===== src/rtl/exu2idu_bypass_pkg.sv =====
// rtl/exu2idu_bypass_pkg.sv - shared forward-select encodings for the EXU->IDU bypass path
package exu2idu_bypass_pkg;

    localparam int FWD_SEL_WIDTH = 2;

    typedef enum logic [FWD_SEL_WIDTH-1:0] {
        FWD_RF  = 2'd0,
        FWD_EXU = 2'd1,
        FWD_MEM = 2'd2,
        FWD_WB  = 2'd3
    } fwd_sel_e;

endpackage


===== src/rtl/exu2idu_bypass_bypass_mux.sv =====
// rtl/exu2idu_bypass_bypass_mux.sv - per-source youngest-first match and operand select
module bypass_mux
    import exu2idu_bypass_pkg::*;
#(
    parameter int CPU_WIDTH      = 32,
    parameter int REG_ADDR_WIDTH = 5
) (
    input  logic                      ren,
    input  logic [REG_ADDR_WIDTH-1:0] addr,
    input  logic [CPU_WIDTH-1:0]      rf_data,
    input  logic                      exu_vld,
    input  logic                      exu_rdy,
    input  logic [REG_ADDR_WIDTH-1:0] exu_waddr,
    input  logic [CPU_WIDTH-1:0]      exu_data,
    input  logic                      mem_vld,
    input  logic [REG_ADDR_WIDTH-1:0] mem_waddr,
    input  logic [CPU_WIDTH-1:0]      mem_data,
    input  logic                      wb_vld,
    input  logic [REG_ADDR_WIDTH-1:0] wb_waddr,
    input  logic [CPU_WIDTH-1:0]      wb_data,
    output logic [CPU_WIDTH-1:0]      data,
    output fwd_sel_e                  sel,
    output logic                      not_rdy
);

    logic rd_act;
    logic hit_exu;
    logic hit_mem;
    logic hit_wb;

    // x0 is hardwired, so a zero index never takes a bypass
    assign rd_act  = ren & (addr != '0);
    assign hit_exu = rd_act & exu_vld & (exu_waddr == addr);
    assign hit_mem = rd_act & mem_vld & (mem_waddr == addr);
    assign hit_wb  = rd_act & wb_vld  & (wb_waddr  == addr);

    always_comb begin
        sel = FWD_RF;
        if (hit_exu) begin
            sel = FWD_EXU;
        end else if (hit_mem) begin
            sel = FWD_MEM;
        end else if (hit_wb) begin
            sel = FWD_WB;
        end
    end

    always_comb begin
        data = rf_data;
        case (sel)
            FWD_EXU: data = exu_data;
            FWD_MEM: data = mem_data;
            FWD_WB:  data = wb_data;
            default: data = rf_data;
        endcase
    end

    assign not_rdy = hit_exu & ~exu_rdy;

endmodule


===== src/rtl/exu2idu_bypass.sv =====
// rtl/exu2idu_bypass.sv - EXU/MEM/WB write tracking, operand forwarding, load-use stall, RF write port
module exu2idu_bypass
    import exu2idu_bypass_pkg::*;
#(
    parameter int CPU_WIDTH      = 32,
    parameter int REG_ADDR_WIDTH = 5,
    parameter int CNT_WIDTH      = 16
) (
    input  logic                      clk,
    input  logic                      rst_n,
    input  logic                      exu_en,
    input  logic                      exu_reg_wen,
    input  logic [REG_ADDR_WIDTH-1:0] exu_reg_waddr,
    input  logic                      exu_mem2reg,
    input  logic [CPU_WIDTH-1:0]      exu_alu_res,
    input  logic [CPU_WIDTH-1:0]      mem_rdata,
    input  logic                      flush,
    input  logic                      rs1_ren,
    input  logic                      rs2_ren,
    input  logic [REG_ADDR_WIDTH-1:0] rs1_addr,
    input  logic [REG_ADDR_WIDTH-1:0] rs2_addr,
    input  logic [CPU_WIDTH-1:0]      rs1_rf_data,
    input  logic [CPU_WIDTH-1:0]      rs2_rf_data,
    output logic [CPU_WIDTH-1:0]      rs1_data,
    output logic [CPU_WIDTH-1:0]      rs2_data,
    output logic                      idu_stall,
    output logic                      wb_reg_wen,
    output logic [REG_ADDR_WIDTH-1:0] wb_reg_waddr,
    output logic [CPU_WIDTH-1:0]      wb_reg_wdata,
    output logic [CNT_WIDTH-1:0]      stall_cnt
);

    logic                      exu_vld;
    logic                      exu_rdy;

    logic                      mem_vld;
    logic [REG_ADDR_WIDTH-1:0] mem_waddr;
    logic                      mem_load;
    logic [CPU_WIDTH-1:0]      mem_data;
    logic [CPU_WIDTH-1:0]      mem_out;

    logic                      wb_vld;
    logic [REG_ADDR_WIDTH-1:0] wb_waddr;
    logic [CPU_WIDTH-1:0]      wb_data;

    fwd_sel_e                  rs1_sel;
    fwd_sel_e                  rs2_sel;
    logic                      rs1_not_rdy;
    logic                      rs2_not_rdy;

    assign exu_vld = exu_en & exu_reg_wen & (exu_reg_waddr != '0);
    assign exu_rdy = ~exu_mem2reg;

    // Stages advance every cycle; IDU stalls are resolved by a bubble upstream
    always_ff @(posedge clk or negedge rst_n) begin
        if (!rst_n) begin
            mem_vld   <= 1'b0;
            mem_waddr <= '0;
            mem_load  <= 1'b0;
            mem_data  <= '0;
            wb_vld    <= 1'b0;
            wb_waddr  <= '0;
            wb_data   <= '0;
        end else begin
            mem_vld   <= exu_vld;
            mem_waddr <= exu_reg_waddr;
            mem_load  <= exu_mem2reg;
            mem_data  <= exu_alu_res;
            wb_vld    <= mem_vld;
            wb_waddr  <= mem_waddr;
            wb_data   <= mem_out;
        end
    end

    assign mem_out = mem_load ? mem_rdata : mem_data;

    assign wb_reg_wen   = wb_vld;
    assign wb_reg_waddr = wb_waddr;
    assign wb_reg_wdata = wb_data;

    bypass_mux #(
        .CPU_WIDTH      (CPU_WIDTH),
        .REG_ADDR_WIDTH (REG_ADDR_WIDTH)
    ) u_rs1_mux (
        .ren       (rs1_ren),
        .addr      (rs1_addr),
        .rf_data   (rs1_rf_data),
        .exu_vld   (exu_vld),
        .exu_rdy   (exu_rdy),
        .exu_waddr (exu_reg_waddr),
        .exu_data  (exu_alu_res),
        .mem_vld   (mem_vld),
        .mem_waddr (mem_waddr),
        .mem_data  (mem_out),
        .wb_vld    (wb_vld),
        .wb_waddr  (wb_waddr),
        .wb_data   (wb_data),
        .data      (rs1_data),
        .sel       (rs1_sel),
        .not_rdy   (rs1_not_rdy)
    );

    bypass_mux #(
        .CPU_WIDTH      (CPU_WIDTH),
        .REG_ADDR_WIDTH (REG_ADDR_WIDTH)
    ) u_rs2_mux (
        .ren       (rs2_ren),
        .addr      (rs2_addr),
        .rf_data   (rs2_rf_data),
        .exu_vld   (exu_vld),
        .exu_rdy   (exu_rdy),
        .exu_waddr (exu_reg_waddr),
        .exu_data  (exu_alu_res),
        .mem_vld   (mem_vld),
        .mem_waddr (mem_waddr),
        .mem_data  (mem_out),
        .wb_vld    (wb_vld),
        .wb_waddr  (wb_waddr),
        .wb_data   (wb_data),
        .data      (rs2_data),
        .sel       (rs2_sel),
        .not_rdy   (rs2_not_rdy)
    );

    // Only an unready EXU producer can stall; MEM data is always usable
    assign idu_stall = ~flush & (((rs1_sel == FWD_EXU) & rs1_not_rdy) |
                                 ((rs2_sel == FWD_EXU) & rs2_not_rdy));

    always_ff @(posedge clk or negedge rst_n) begin
        if (!rst_n) begin
            stall_cnt <= '0;
        end else if (idu_stall && (stall_cnt != '1)) begin
            stall_cnt <= stall_cnt + 1'b1;
        end
    end

endmodule

===== config.mk =====
export PLATFORM = sky130hd
export DESIGN_NAME = exu2idu_bypass
export DESIGN_NICKNAME = d
export VERILOG_FILES = /design/src/rtl/exu2idu_bypass_pkg.sv /design/src/rtl/exu2idu_bypass_bypass_mux.sv /design/src/rtl/exu2idu_bypass.sv
export SDC_FILE = /design/constraint.sdc
export NUM_CORES = 1
export LEC_CHECK = 0
export CORE_UTILIZATION = 46
export DETAILED_ROUTE_END_ITERATION = 12
export PLACE_DENSITY = 0.95
export SLEW_MARGIN = 20
export SYNTH_ARGS = -nofsm -noshare
export SYNTH_HDL_FRONTEND = slang
export SYNTH_HIERARCHICAL = 1
export SYNTH_SLANG_ARGS = --single-unit

===== constraint.sdc =====
create_clock -name clk -period 4.7 [get_ports clk]
set_input_delay 0.705 -clock clk [delete_from_list [all_inputs] [get_ports clk]]
set_output_delay 0.705 -clock clk [all_outputs]
set_load 0.05 [all_outputs]

=== Yosys cells after proc, flatten, opt, wreduce, memory -nomap -nowiden ===
Cells that the tools add are included.

* Add/sub/neg operators: 1
* Equal/unequal tests: 13
* Mux-type cells: 9
* Bitwise logic cells: 23
* Reduce and logical (&&, ||, !) cells: 4

{| class="wikitable"
|+ Operators by type and width
! kind !! number
|-
| one-hot mux 32 bit (3 select lines) || 2
|-
| 2-to-1 mux 32 bit || 1
|-
| == test 5 bit || 6
|-
| AND 1 bit || 21
|-
| adder 16 x 1 -> 16 bit (second input constant) || 1
|-
| inequality test 16 bit (second input constant) || 1
|-
| nonzero test 5 bit || 3
|-
| 2-to-1 mux 2 bit || 6
|-
| == test 2 bit (second input constant) || 4
|-
| == test 2 x 1 -> 1 bit (second input constant) || 2
|-
| logical AND 1 bit || 1
|-
| inverter 1 bit || 1
|-
| OR 1 bit || 1
|}

* Bits in registers: 93
* Output and inout port bits: 119
* Word-level logic and storage cells: 58

=== Logic depth before layout (Yosys ltp) ===
* Depth after elaboration: 12
* Depth in mapped cells: 12

=== Hierarchy ===
Netlist, hierarchy kept.

{| class="wikitable"
|+ By module, submodules not included
! module !! times used !! cells each !! area each (um2) !! seq. area each (um2)
|-
| exu2idu_bypass || 1 || 194 || 3188.1 || 2327.2
|-
| bypass_mux || 2 || 196 || 1355.0 || 0.0
|}

=== Least setup slack after synthesis ===
Ideal clock, no wire load.

* Path kind: input to output
* Start: input port rs1_addr[2]
* End: output port rs1_data[10]
* Data arrival time: 2.939 ns
* Required time: 3.995 ns
* Setup slack: 1.056 ns
* Stages: 7
* Cell sequence: buf_2 > xnor2_1 > nand4_1 > or2_2 > buf_2 > a311o_1 > a2bb2oi_1

* Word-level cells in the longest chain between the ends: 9

{| class="wikitable"
|+ Ends and longest elaborated chain
! what !! line !! source
|-
| start: declaration || exu2idu_bypass.sv:20 || <nowiki>input logic [REG_ADDR_WIDTH-1:0] rs1_addr,</nowiki>
|-
| nonzero test 5 bit || exu2idu_bypass_bypass_mux.sv:32 || <nowiki>assign rd_act = ren & (addr != '0);</nowiki>
|-
| AND 1 bit || exu2idu_bypass_bypass_mux.sv:32 ||
|-
| AND 1 bit (2 in series) || exu2idu_bypass_bypass_mux.sv:35 || <nowiki>assign hit_wb = rd_act & wb_vld & (wb_waddr == addr);</nowiki>
|-
| 2-to-1 mux 2 bit || exu2idu_bypass_bypass_mux.sv:43 || <nowiki>end else if (hit_wb) begin</nowiki>
|-
| 2-to-1 mux 2 bit || exu2idu_bypass_bypass_mux.sv:41 || <nowiki>end else if (hit_mem) begin</nowiki>
|-
| 2-to-1 mux 2 bit * || exu2idu_bypass_bypass_mux.sv:39 || <nowiki>if (hit_exu) begin</nowiki>
|-
| == test 2 bit or == test 2 x 1 -> 1 bit (tied branches) || exu2idu_bypass_bypass_mux.sv:50 || <nowiki>case (sel)</nowiki>
|-
| one-hot mux 32 bit (3 select lines) * || exu2idu_bypass_bypass_mux.sv:50 ||
|-
| end: declaration || exu2idu_bypass.sv:24 || <nowiki>output logic [CPU_WIDTH-1:0] rs1_data,</nowiki>
|}

Mark *: on every way between the ends. The rest lies on a longest branch, timed or not.

=== Worst setup path after layout ===
* Start: input port exu_reg_waddr[1]
* End: output port rs1_data[18]

* Word-level cells in the longest chain between the ends: 7

{| class="wikitable"
|+ Ends and longest elaborated chain
! what !! line !! source
|-
| start: declaration || exu2idu_bypass.sv:13 || <nowiki>input logic [REG_ADDR_WIDTH-1:0] exu_reg_waddr,</nowiki>
|-
| nonzero test 5 bit * || exu2idu_bypass.sv:51 || <nowiki>assign exu_vld = exu_en & exu_reg_wen & (exu_reg_waddr != '0);</nowiki>
|-
| AND 1 bit * || exu2idu_bypass.sv:51 ||
|-
| via exu_vld || exu2idu_bypass.sv:33 || <nowiki>logic exu_vld;</nowiki>
|-
| AND 1 bit * (2 in series) || exu2idu_bypass_bypass_mux.sv:33 || <nowiki>assign hit_exu = rd_act & exu_vld & (exu_waddr == addr);</nowiki>
|-
| 2-to-1 mux 2 bit * || exu2idu_bypass_bypass_mux.sv:39 ||
|-
| == test 2 bit or == test 2 x 1 -> 1 bit (tied branches) || exu2idu_bypass_bypass_mux.sv:50 ||
|-
| one-hot mux 32 bit (3 select lines) * || exu2idu_bypass_bypass_mux.sv:50 ||
|}

Mark *: on every way through the listed nets, which the timed path passes. The rest lies on a longest branch.

==> summary.txt <==
Logic synthesis
  • Sequential area share after synthesis: 39.5%
  • Ys flop type: dfrtp_1
  • Synth area leader: dfrtp_1
  • Asr flop ratio synth: between 90% and 100%
  • YS warnings: 6
  • Post-Synthesis Cells: 586
  • Mean Syn Cell Area: 10.1 sq um
  • Area contributors post-synth: dfrtp_1 (39%), a2bb2oi_1 (8.0%), o311ai_1 (6.8%)
  • Post-synthesis register bit count: 93
  • Mapped Nets: 738
  • Most instantiated library cell after synthesis: dfrtp_1
  • Cell variety after synth: 47
  • EDFF count, synth: 0
  • List of most frequent post-synthesis cells: dfrtp_1 (93), nand2_1 (64), a2bb2oi_1 (54)
  • Top cell type's share of synthesized area: 39.5%
  • Synth Cell Area: 5900 sq um

Power and ir drop
  • Logic pwr share: 31.1%
  • Part of the power in the clock network: 31.6%
  • Peak supply drop: 0.146 mV
  • Pwr Total: approximately 2.3 mW
  • P_sw: about 0.74 mW
  • Switch share: 31.7%
  • Reg power frac: 37.3%
  • P_int: 1.60 mW
  • P_leak: 3.65 nW
  • Power per Cell Area: 249 nW/um^2

Critical path
  • Worst-path fanout max: 32
  • Worst r2r dst: stall_cnt[1]
  • CP endpoint: rs1_data[18]
  • Worst r2r src: mem_waddr[2]
  • Setup crit start: exu_reg_waddr[1]
  • Worst Path Required: roughly 4000 ps
  • WS Path Type: in -> out
  • R2R depth: 10
  • R2r setup slk: between 1500 and 2000 ps
  • Startpoint types: input pin
  • Worst setup EP type: output port
  • WP data arrival: 3820 ps

Layout
  • Number of fill cells: 793
  • Final core utilization: 76.7%
  • Nets: 988
  • Multi-input logic area: between 3000 and 4000 sq um
  • Final instance area: between 9000 and 10000 sq um
  • Reg area: between 2000 and 2500 sq um
  • Layout cells sized above 1: 19.1%
  • Synthesis-to-finish area growth: 59.5%

STA
  • Fin crit period: 4520 ps
  • Final Slew Violations: 0
  • Achievable frequency: 221 MHz
  • Setup Skew: 5.69 ps
  • Setup violators final: 0
  • Slew at the pin with the worst max-slew slack: 631 ps
  • RSZ-0062 raised after global routing: no
  • Max-slew headroom: slightly below 60%
  • Fin Hold WS: 354 ps
  • Final worst path period share: a little under 100%
  • Setup TNS: 0 ps
  • Final Hold Viols: 0

Routing
  • Initial DRC count: 653
  • DR top layer: met4
  • Via Count: 6379
  • Metal2 WL: 11400 microns
  • WL met3: 2010 microns
  • DRC viols: 0
  • Mean number of vias per cell: 6.32
  • Final wirelength: 22700 microns
  • M1 WL: 8020 microns
  • Drt first pass iters: 6
  • Drt wl/cell: ~22 microns
  • Antenna Nets Post-Route: 0

Clock network
  • Clk buf depth: 2
  • Clock transition at path regs: 70 ps
  • Root Driver: clkbuf_16
  • CTS Buf Count: 9
  • Clk_lat worst skew: 340 ps
  • H-tree depth: 3
  • Number of clock sinks: 93
  • CTS tree: yes
  • Hold_buf cts: 0
  • Post-CTS Setup Bufs: 0
  • Post-CTS Resized: 0

Die
  • Starting Density: 48.1%
  • Core Rows: 40
  • Total core area: 12300 sq um
  • Die H: 115 microns
  • Top-level port count: 270
  • Die footprint: 13300 sq um
  • Die W: between 100 and 150 microns

Global route
  • Vias in the first global route: about 6500
  • Global route overflow: 0
  • First-pass GRT wire length: 34700 microns
  • Antenna violations before repair: 0
  • GRT Total Usage: 34.5%
  • Pin count of the biggest net entering global routing: 51

Placed design
  • Port-buffer cells: roughly 270
  • Post-DP Area: 9100 sq um
  • Detailed Place HPWL: 16500 microns
  • GP Congestion: 0.921

Min path
  • HP Class: in -> async

Flow run
  • Max-Cap Viols: 0

Run status
  • Status: completed
power groups by stage:
stage          logic (mW)  registers (mW)  clock network [mW]
2_1_floorplan       0.264           0.963                   0
3_3_place_gp        0.714           0.886                   0
3_5_place_dp        0.724           0.889                   0
4_1_cts             0.728           0.875               0.752
5_1_grt             0.756           0.879               0.786
6_report            0.729           0.875               0.741
sequential cells by signal, indices dropped and copies added (netlist names):
signal / cells
mem_waddr: 5
stall_cnt: 16
mem_vld: 1
wb_reg_wen: 1
mem_load: 1
mem_data: 32
wb_reg_wdata: 32
wb_reg_waddr: 5
placed cells by master, fill, tap and decap left out, drive strengths merged, types with 8 or more instances in the layout:
| master | instances |
|---|---|
| a311o | 8 |
| nor3 | 33 |
| o22a | 10 |
| o21ai | 8 |
| inv | 13 |
| mux2 | 35 |
| xnor2 | 33 |
| clkbuf | 11 |
| and2 | 14 |
| buf | 86 |
| a2bb2oi | 54 |
| nand4 | 8 |
| nor4 | 9 |
| nor2 | 9 |
| dfrtp | 93 |
| a211oi | 10 |
| or3 | 48 |
| clkdlybuf4s50 | 203 |
| o311ai | 46 |
| nand2 | 65 |
worst max-delay path: stages:
cell             delay (ps)
clkdlybuf4s50_1         510
or3_1                   450
o311a_1                 360
nand2_1                 150
or4_1                   490
nand3_4                 560
o22a_1                  390
buf_4                   190
how the worst min path moves through the flow:
stage,start,to,slack (ps),cells past startpoint
detailed placement,mem_vld,wb_reg_wen,400,0
CTS,rst_n,mem_data[14],380,1
global placement,mem_vld,wb_reg_wen,390,0
floorplan,mem_vld,wb_reg_wen,360,0
global route,rst_n,mem_data[14],410,1
finish,rst_n,mem_data[14],350,1
through the flow:
stage,cells,setup slack (ps)
4_1_cts,1009,221
5_1_grt,1009,90.0
6_report,1010,177
3_5_place_dp,993,262
2_1_floorplan,586,1060
3_3_place_gp,993,372
metal layers:
layer  track usage [%]  vias up
met5                 0        -
met4              21.1        0
met3              7.06      118
met2              60.4      446
met1              38.7     3064
li1                  -     2751
layout make-up:
class	count	area share (%)
multi-input cells	431	34.7
repair buffers	289	34.6
flip-flops and latches	93	24.7
well taps	168	2.23
inverters	12	0.479
diodes	1	0.0266
clock inverters	5	0.625
clock buffers	11	2.58
cells by family (layout without fill, tap and decap cells):
family	Yosys count	in the layout	share of synthesized area, %
other cells	0	1	0
compound gates	148	148	22.5
mux	35	35	6.81
fa+ha+maj	1	1	0.212
xor+xnor	40	40	5.94
flops	93	93	39.5
buf+inv	62	317	5.13
simple gates	207	207	20.0
Power figures use the tool's default switching activity.
